$ cat src/rtl/bp_pkg.sv
// Shared definitions for the branch target buffer predictor:
// field widths, counter encodings and PC slicing helpers.
package bp_pkg;

  localparam int PC_W = 32;

  // Entry record layout: valid, tag, counter, target.
  localparam int ENT_VALID_W  = 1;
  localparam int ENT_TARGET_W = PC_W;

  typedef logic [PC_W-1:0] addr_t;

  function automatic int entry_w(input int tag_w, input int cnt_w);
    return ENT_VALID_W + tag_w + cnt_w + ENT_TARGET_W;
  endfunction

  function automatic addr_t low_mask(input int w);
    return (addr_t'(1) << w) - addr_t'(1);
  endfunction

  // Word-aligned index: pc[idx_w+1:2].
  function automatic addr_t bp_index(input addr_t pc, input int idx_w);
    return (pc >> 2) & low_mask(idx_w);
  endfunction

  // Tag: pc[idx_w+tag_w+1:idx_w+2].
  function automatic addr_t bp_tag(input addr_t pc, input int idx_w,
                                   input int tag_w);
    return (pc >> (idx_w + 2)) & low_mask(tag_w);
  endfunction

  // Weakly taken: 100..0b.
  function automatic addr_t cnt_weak_taken(input int w);
    return addr_t'(1) << (w - 1);
  endfunction

  // Weakly not-taken: 011..1b.
  function automatic addr_t cnt_weak_not_taken(input int w);
    return cnt_weak_taken(w) - addr_t'(1);
  endfunction

endpackage

$ cat src/rtl/sat_counter.sv
// Saturating up/down next-value function with explicit load.
// Load wins over inc, inc wins over dec.
module sat_counter #(
  parameter int W = 2
) (
  input  logic [W-1:0] cnt_i,
  input  logic         inc_i,
  input  logic         dec_i,
  input  logic         load_i,
  input  logic [W-1:0] load_val_i,
  output logic [W-1:0] cnt_o
);

  // Next value, holding at all-ones and at zero.
  always_comb begin
    cnt_o = cnt_i;
    if (load_i) begin
      cnt_o = load_val_i;
    end else if (inc_i && (cnt_i != '1)) begin
      cnt_o = cnt_i + 1'b1;
    end else if (dec_i && (cnt_i != '0)) begin
      cnt_o = cnt_i - 1'b1;
    end
  end

endmodule

$ cat src/rtl/branch_predictor.sv
// Tagged BTB with per-entry saturating counters: zero-latency
// lookup from IF, trained by MEM, plus a mispredict counter.
module branch_predictor
  import bp_pkg::*;
#(
  parameter int ENTRIES = 16,
  parameter int TAG_W   = 8,
  parameter int CNT_W   = 2,
  parameter int PERF_W  = 16
) (
  input  logic              clk_i,
  input  logic              rst_i,
  input  logic [31:0]       pc_i,
  output logic              hit_o,
  output logic              predict_taken_o,
  output logic [31:0]       next_pc_o,
  input  logic              upd_valid_i,
  input  logic [31:0]       upd_pc_i,
  input  logic              upd_taken_i,
  input  logic [31:0]       upd_target_i,
  input  logic              upd_mispredict_i,
  input  logic              clear_i,
  output logic [PERF_W-1:0] mispredict_cnt_o
);

  localparam int IDX_W = $clog2(ENTRIES);
  localparam logic [CNT_W-1:0] CNT_WT =
    CNT_W'(cnt_weak_taken(CNT_W));
  localparam logic [CNT_W-1:0] CNT_WNT =
    CNT_W'(cnt_weak_not_taken(CNT_W));

  logic             valid_q [ENTRIES];
  logic             valid_d [ENTRIES];
  logic [TAG_W-1:0] tag_q   [ENTRIES];
  logic [TAG_W-1:0] tag_d   [ENTRIES];
  logic [CNT_W-1:0] cnt_q   [ENTRIES];
  logic [CNT_W-1:0] cnt_d   [ENTRIES];
  logic [31:0]      tgt_q   [ENTRIES];
  logic [31:0]      tgt_d   [ENTRIES];

  logic [PERF_W-1:0] perf_q;
  logic [PERF_W-1:0] perf_d;

  logic [IDX_W-1:0] rd_idx;
  logic [TAG_W-1:0] rd_tag;
  logic [IDX_W-1:0] wr_idx;
  logic [TAG_W-1:0] wr_tag;
  logic             wr_hit;
  logic [CNT_W-1:0] wr_cnt;

  assign rd_idx = IDX_W'(bp_index(pc_i, IDX_W));
  assign rd_tag = TAG_W'(bp_tag(pc_i, IDX_W, TAG_W));
  assign wr_idx = IDX_W'(bp_index(upd_pc_i, IDX_W));
  assign wr_tag = TAG_W'(bp_tag(upd_pc_i, IDX_W, TAG_W));
  assign wr_hit = valid_q[wr_idx] && (tag_q[wr_idx] == wr_tag);

  // Lookup on registered state only; no bypass from the update port.
  always_comb begin
    hit_o           = valid_q[rd_idx] && (tag_q[rd_idx] == rd_tag);
    predict_taken_o = hit_o && cnt_q[rd_idx][CNT_W-1];
    next_pc_o       = predict_taken_o ? tgt_q[rd_idx] : pc_i + 32'd4;
  end

  // A miss only reaches the table when taken, so it always loads weakly taken.
  sat_counter #(.W(CNT_W)) u_entry_cnt (
    .cnt_i      (cnt_q[wr_idx]),
    .inc_i      (upd_taken_i),
    .dec_i      (!upd_taken_i),
    .load_i     (!wr_hit),
    .load_val_i (CNT_WT),
    .cnt_o      (wr_cnt)
  );

  sat_counter #(.W(PERF_W)) u_perf_cnt (
    .cnt_i      (perf_q),
    .inc_i      (upd_valid_i && upd_mispredict_i),
    .dec_i      (1'b0),
    .load_i     (1'b0),
    .load_val_i ('0),
    .cnt_o      (perf_d)
  );

  // Table next state: clear beats training.
  always_comb begin
    valid_d = valid_q;
    tag_d   = tag_q;
    cnt_d   = cnt_q;
    tgt_d   = tgt_q;
    if (clear_i) begin
      for (int i = 0; i < ENTRIES; i++) begin
        valid_d[i] = 1'b0;
        cnt_d[i]   = CNT_WNT;
      end
    end else if (upd_valid_i) begin
      if (wr_hit) begin
        cnt_d[wr_idx] = wr_cnt;
        if (upd_taken_i) tgt_d[wr_idx] = upd_target_i;
      end else if (upd_taken_i) begin
        valid_d[wr_idx] = 1'b1;
        tag_d[wr_idx]   = wr_tag;
        cnt_d[wr_idx]   = wr_cnt;
        tgt_d[wr_idx]   = upd_target_i;
      end
    end
  end

  // State registers with asynchronous reset of every entry.
  always_ff @(posedge clk_i or posedge rst_i) begin
    if (rst_i) begin
      for (int i = 0; i < ENTRIES; i++) begin
        valid_q[i] <= 1'b0;
        tag_q[i]   <= '0;
        cnt_q[i]   <= CNT_WNT;
        tgt_q[i]   <= '0;
      end
      perf_q <= '0;
    end else begin
      valid_q <= valid_d;
      tag_q   <= tag_d;
      cnt_q   <= cnt_d;
      tgt_q   <= tgt_d;
      perf_q  <= perf_d;
    end
  end

  assign mispredict_cnt_o = perf_q;

endmodule

$ cat config.mk
export PLATFORM = sky130hd
export DESIGN_NAME = branch_predictor
export DESIGN_NICKNAME = d
export VERILOG_FILES = /design/src/rtl/bp_pkg.sv /design/src/rtl/sat_counter.sv /design/src/rtl/branch_predictor.sv
export SDC_FILE = /design/constraint.sdc
export NUM_CORES = 2
export LEC_CHECK = 0
export BUFFER_PORTS_ARGS = -buffer_cell sky130_fd_sc_hd__buf_2
export CAP_MARGIN = 20
export CORE_ASPECT_RATIO = 0.75
export CORE_MARGIN = 1.5
export CORE_UTILIZATION = 25
export CTS_BUF_LIST = sky130_fd_sc_hd__clkbuf_4 sky130_fd_sc_hd__clkbuf_8
export CTS_CLUSTER_DIAMETER = 40
export DETAILED_ROUTE_END_ITERATION = 6
export GPL_TIMING_DRIVEN = 0
export SYNTH_ARGS = -nofsm -noshare
export SYNTH_HDL_FRONTEND = slang
export SYNTH_HIERARCHICAL = 1
export SYNTH_SLANG_ARGS = --single-unit
$ cat constraint.sdc
create_clock -name clk_i -period 47 [get_ports clk_i]
set_input_delay 4.7 -clock clk_i [delete_from_list [all_inputs] [get_ports clk_i]]
set_output_delay 4.7 -clock clk_i [all_outputs]
set_load 0.005 [all_outputs]
==> results.md <==
* Outcome: finished with violations
* Failing checks: DRC
* CP startpoint kind: input pin
* Pwr/cell area at 38.2 nW/µm²
* XOR/XNOR Fraction of Synth Area at 1.06%
* # resized after CTS at 0
* Crit-path max FO at 10
* Adder-Cell Fraction of Synth Area at 0.211%
* Unrepaired setup endpoints after global routing: false
* Clk root buf: clkbuf_8
* Die width at 438 µm
* Min-Delay Startpoint: tgt_q[23]
* FF-to-FF setup slack at 43510 ps
* Gr usage total at 15.0%
* Hold Path Class: flip-flop to flip-flop
* Most area-hungry cell type in the Yosys netlist: dfrtp_1
* Final Critical Period at 14130 ps
* Slew HR at 22.8%
* Global-route wire length before repair at 159000 µm
* Ys async rst share at 100%
* I/O pins at 152
* FF-to-FF path depth at 9
* Inserted Clock Buffers at 135
* Starting density of the core at 25.2%
* DP HPWL at 73800 µm
* Hold path depth at 1
* Grt ovf at 0
* P_leak at 18.4 nW
* Compound-Gate Fraction of Synth Area at 3.42%
* Row count at 119
* Hold Path End: tgt_q[23]
* 1st-pass router iterations at 7
* Cells after synthesis at 2342
* Crit-path most repeated cell: buf_2
* Residual DRC at 2
* Total power at 1.60 mW
* I/O Buffers at 127
* Clk Latency, worst-skew pair at 820 ps
* Antenna violations before repair at 30
* CTS tree: built
* Post-Synth Simple-Gate Area at 4.66%
* Buf/Inv on CP at 7
* Worst Max-Slew Pin Slew at 1160 ps
* Synth Warn # at 6
* Wire per inst at 23.3 µm
* Final hold vios at 0
* Postcts setup bufs at 0
* Tcrit/Tclk final at 30.1%
* Multi-input gate area at 16800 µm²
* Top-area cell type share of the netlist area at 48.5%
* GP Congestion at 0.853
* ANT nets after route at 0
* WL final at 108000 µm
* Multiplexer share of the synthesized area at 37.7%
* FMAX at 0.0708 GHz
* Top_reg_cell synth: dfrtp_1
* Pin count of the biggest net entering global routing at 129
* Mean Syn Cell Area at 15.2 µm²
* Count of pins over their slew limit at 0
* Slowest CP cell: buf_1
* Final nets at 2766
* WP data required at 42300 ps
* Worst-path clk slew at 50 ps
* Max incr delay on CP at 860 ps
* Max clock buf depth at 3
* Post-synth EDFFs at 0
* Die area at 144000 µm²
* Worst R2R End: cnt_q[18]
* Post-synthesis sequential area ratio at 49.7%
* H-tree Lvls at 4
* Vias in the first global route at 22.9k
* Seq cells post-synth at 704
* Vias per Instance at 4.87
* Max_cap viols at 0
* Initial DRC count at 1943
* Core Box Area at 141000 µm²
* Sequential cell area at 17600 µm²
* Setup tns final at 0 ps
* Crit path kind: input pin to output port
* Mapped cell area at 35500 µm²
* Crit-path cells: buf_2, buf_2, buf_2, buf_2, buf_1, buf_1, mux4_2, mux4_2, nand3_1, o21ai_0, buf_2
* TritonCTS Sinks at 704
* Fill count at 14.1k
* Largest family of logic cells by synthesized area: multiplexers
* CP arrival at 9430 ps
* Number of hold buffers added after CTS at 0
* Routed via count at 22.6k
* Top post-synthesis cells by area: dfrtp_1 48%, mux2_2 21%, mux4_2 15%
* Area Growth Syn to Fin at 18.0%
* Clock Skew at 51.2 ps
* Share of layout cells above drive strength 1 at 51.5%
* Final setup violation count at 0
* Chip Height at 329 µm
* Netlist cell types at 89
* Worst vdd ir at 20.2 µV
* Kind of cell adding the most delay to the critical path: buffers and inverters
* CP Capture Type: output port
* R2R Path Start: tag_q[127]
[layout make-up]
| cell class | instances | share of cell area, % |
|---|---|---|
| clock buffer | 186 | 5.74 |
| timing repair buffer | 148 | 2.43 |
| tap | 1875 | 5.60 |
| sequential | 704 | 42.1 |
| buffer | 193 | 2.42 |
| clock inverter | 50 | 1.19 |
| antenna | 5 | 0.0299 |
| inverter | 33 | 0.313 |
| multi-input combinational | 1443 | 40.2 |
[power breakdown]
part           switching (mW)  leakage [nW]  internal, mW
combinational          0.0986          7.55         0.128
clock                   0.288          1.51         0.364
sequential             0.0421          9.31         0.682
total                   0.428          18.4          1.17
[sequential cells by signal, summed over array words and instances (netlist names)]
signal	count
cnt_q	32
mispredict_cnt_o	16
tag_q	128
tgt_q	512
valid_q	16
[cell families after synthesis]
kind of cell | Yosys count
compound gates | 149
mux | 943
other cells | 2
flops | 704
xor+xnor | 43
simple gates | 269
fa+ha+maj | 6
buf+inv | 226
[cells in the final DEF, fill, tap and decap left out, drive strengths merged, types with 14 or more instances in the layout]
cell type  count
buf          242
clkbuf       285
clkinv        24
conb          33
dfrtp        688
dfstp         16
inv           44
mux2         673
mux2i         25
mux4         245
nand2         53
nand3         37
nand4         14
nor2          51
nor2b         14
nor3          31
nor4          14
o21a          22
o21ai         14
o32ai         16
xnor2         35
[routing by layer]
layer,global-route usage (%),vias to the layer above,routed length [µm]
li1,-,9615,-
met1,21.0,12100,49400
met2,22.8,653,49200
met3,3.09,190,6010
met4,5.56,18,3260
met5,0,-,106
[synthesized netlist by cell type, types with 7 or more instances]
| cell type | n |
|---|---|
| inv_1 | 33 |
| buf_6 | 16 |
| o32a_1 | 12 |
| buf_1 | 18 |
| o21a_1 | 22 |
| mux4_1 | 12 |
| nand3_1 | 36 |
| nor2_1 | 47 |
| dfrtp_1 | 688 |
| nand2_1 | 52 |
| a21oi_1 | 8 |
| or3_1 | 8 |
| nor3_1 | 18 |
| nor4_1 | 10 |
| o32ai_1 | 16 |
| a211oi_1 | 8 |
| xor2_1 | 8 |
| o211a_1 | 10 |
| buf_4 | 9 |
| dfstp_2 | 16 |
| mux4_2 | 231 |
| o31ai_1 | 8 |
| and3_1 | 10 |
| and2_1 | 7 |
| nor3_4 | 12 |
| mux2i_1 | 25 |
| xnor2_1 | 35 |
| nand4_1 | 12 |
| nor2b_1 | 12 |
| clkbuf_1 | 98 |
| o21ai_0 | 13 |
| o22ai_1 | 9 |
| buf_2 | 46 |
| mux2_2 | 669 |
[metrics by stage]
stage                     area, µm²  std cells  util, %  setup slack, ps  hold WS [ps]
after floorplan               35600       2373        -            22580           468
after global placement        38600       4375     27.4            13560           482
after detailed placement      39000       4393     27.7            32680           488
after CTS                     41900       4629     29.7            32660           501
after global routing          41900       4637     29.8            32690           509
final                         41900       4637     29.8            32870           498
[how the worst max path moves through the flow]
stage,start,endpoint,slack [ps],cells after the start
2_1_floorplan,rst_i,cnt_q[11],22580,1
3_3_place_gp,rst_i,tgt_q[461],13560,2
3_5_place_dp,pc_i[4],next_pc_o[27],32680,12
4_1_cts,pc_i[4],next_pc_o[27],32660,12
5_1_grt,pc_i[4],next_pc_o[27],32690,12
6_report,pc_i[3],next_pc_o[27],32870,11
Note: power is estimated with default switching activity, not from simulation.
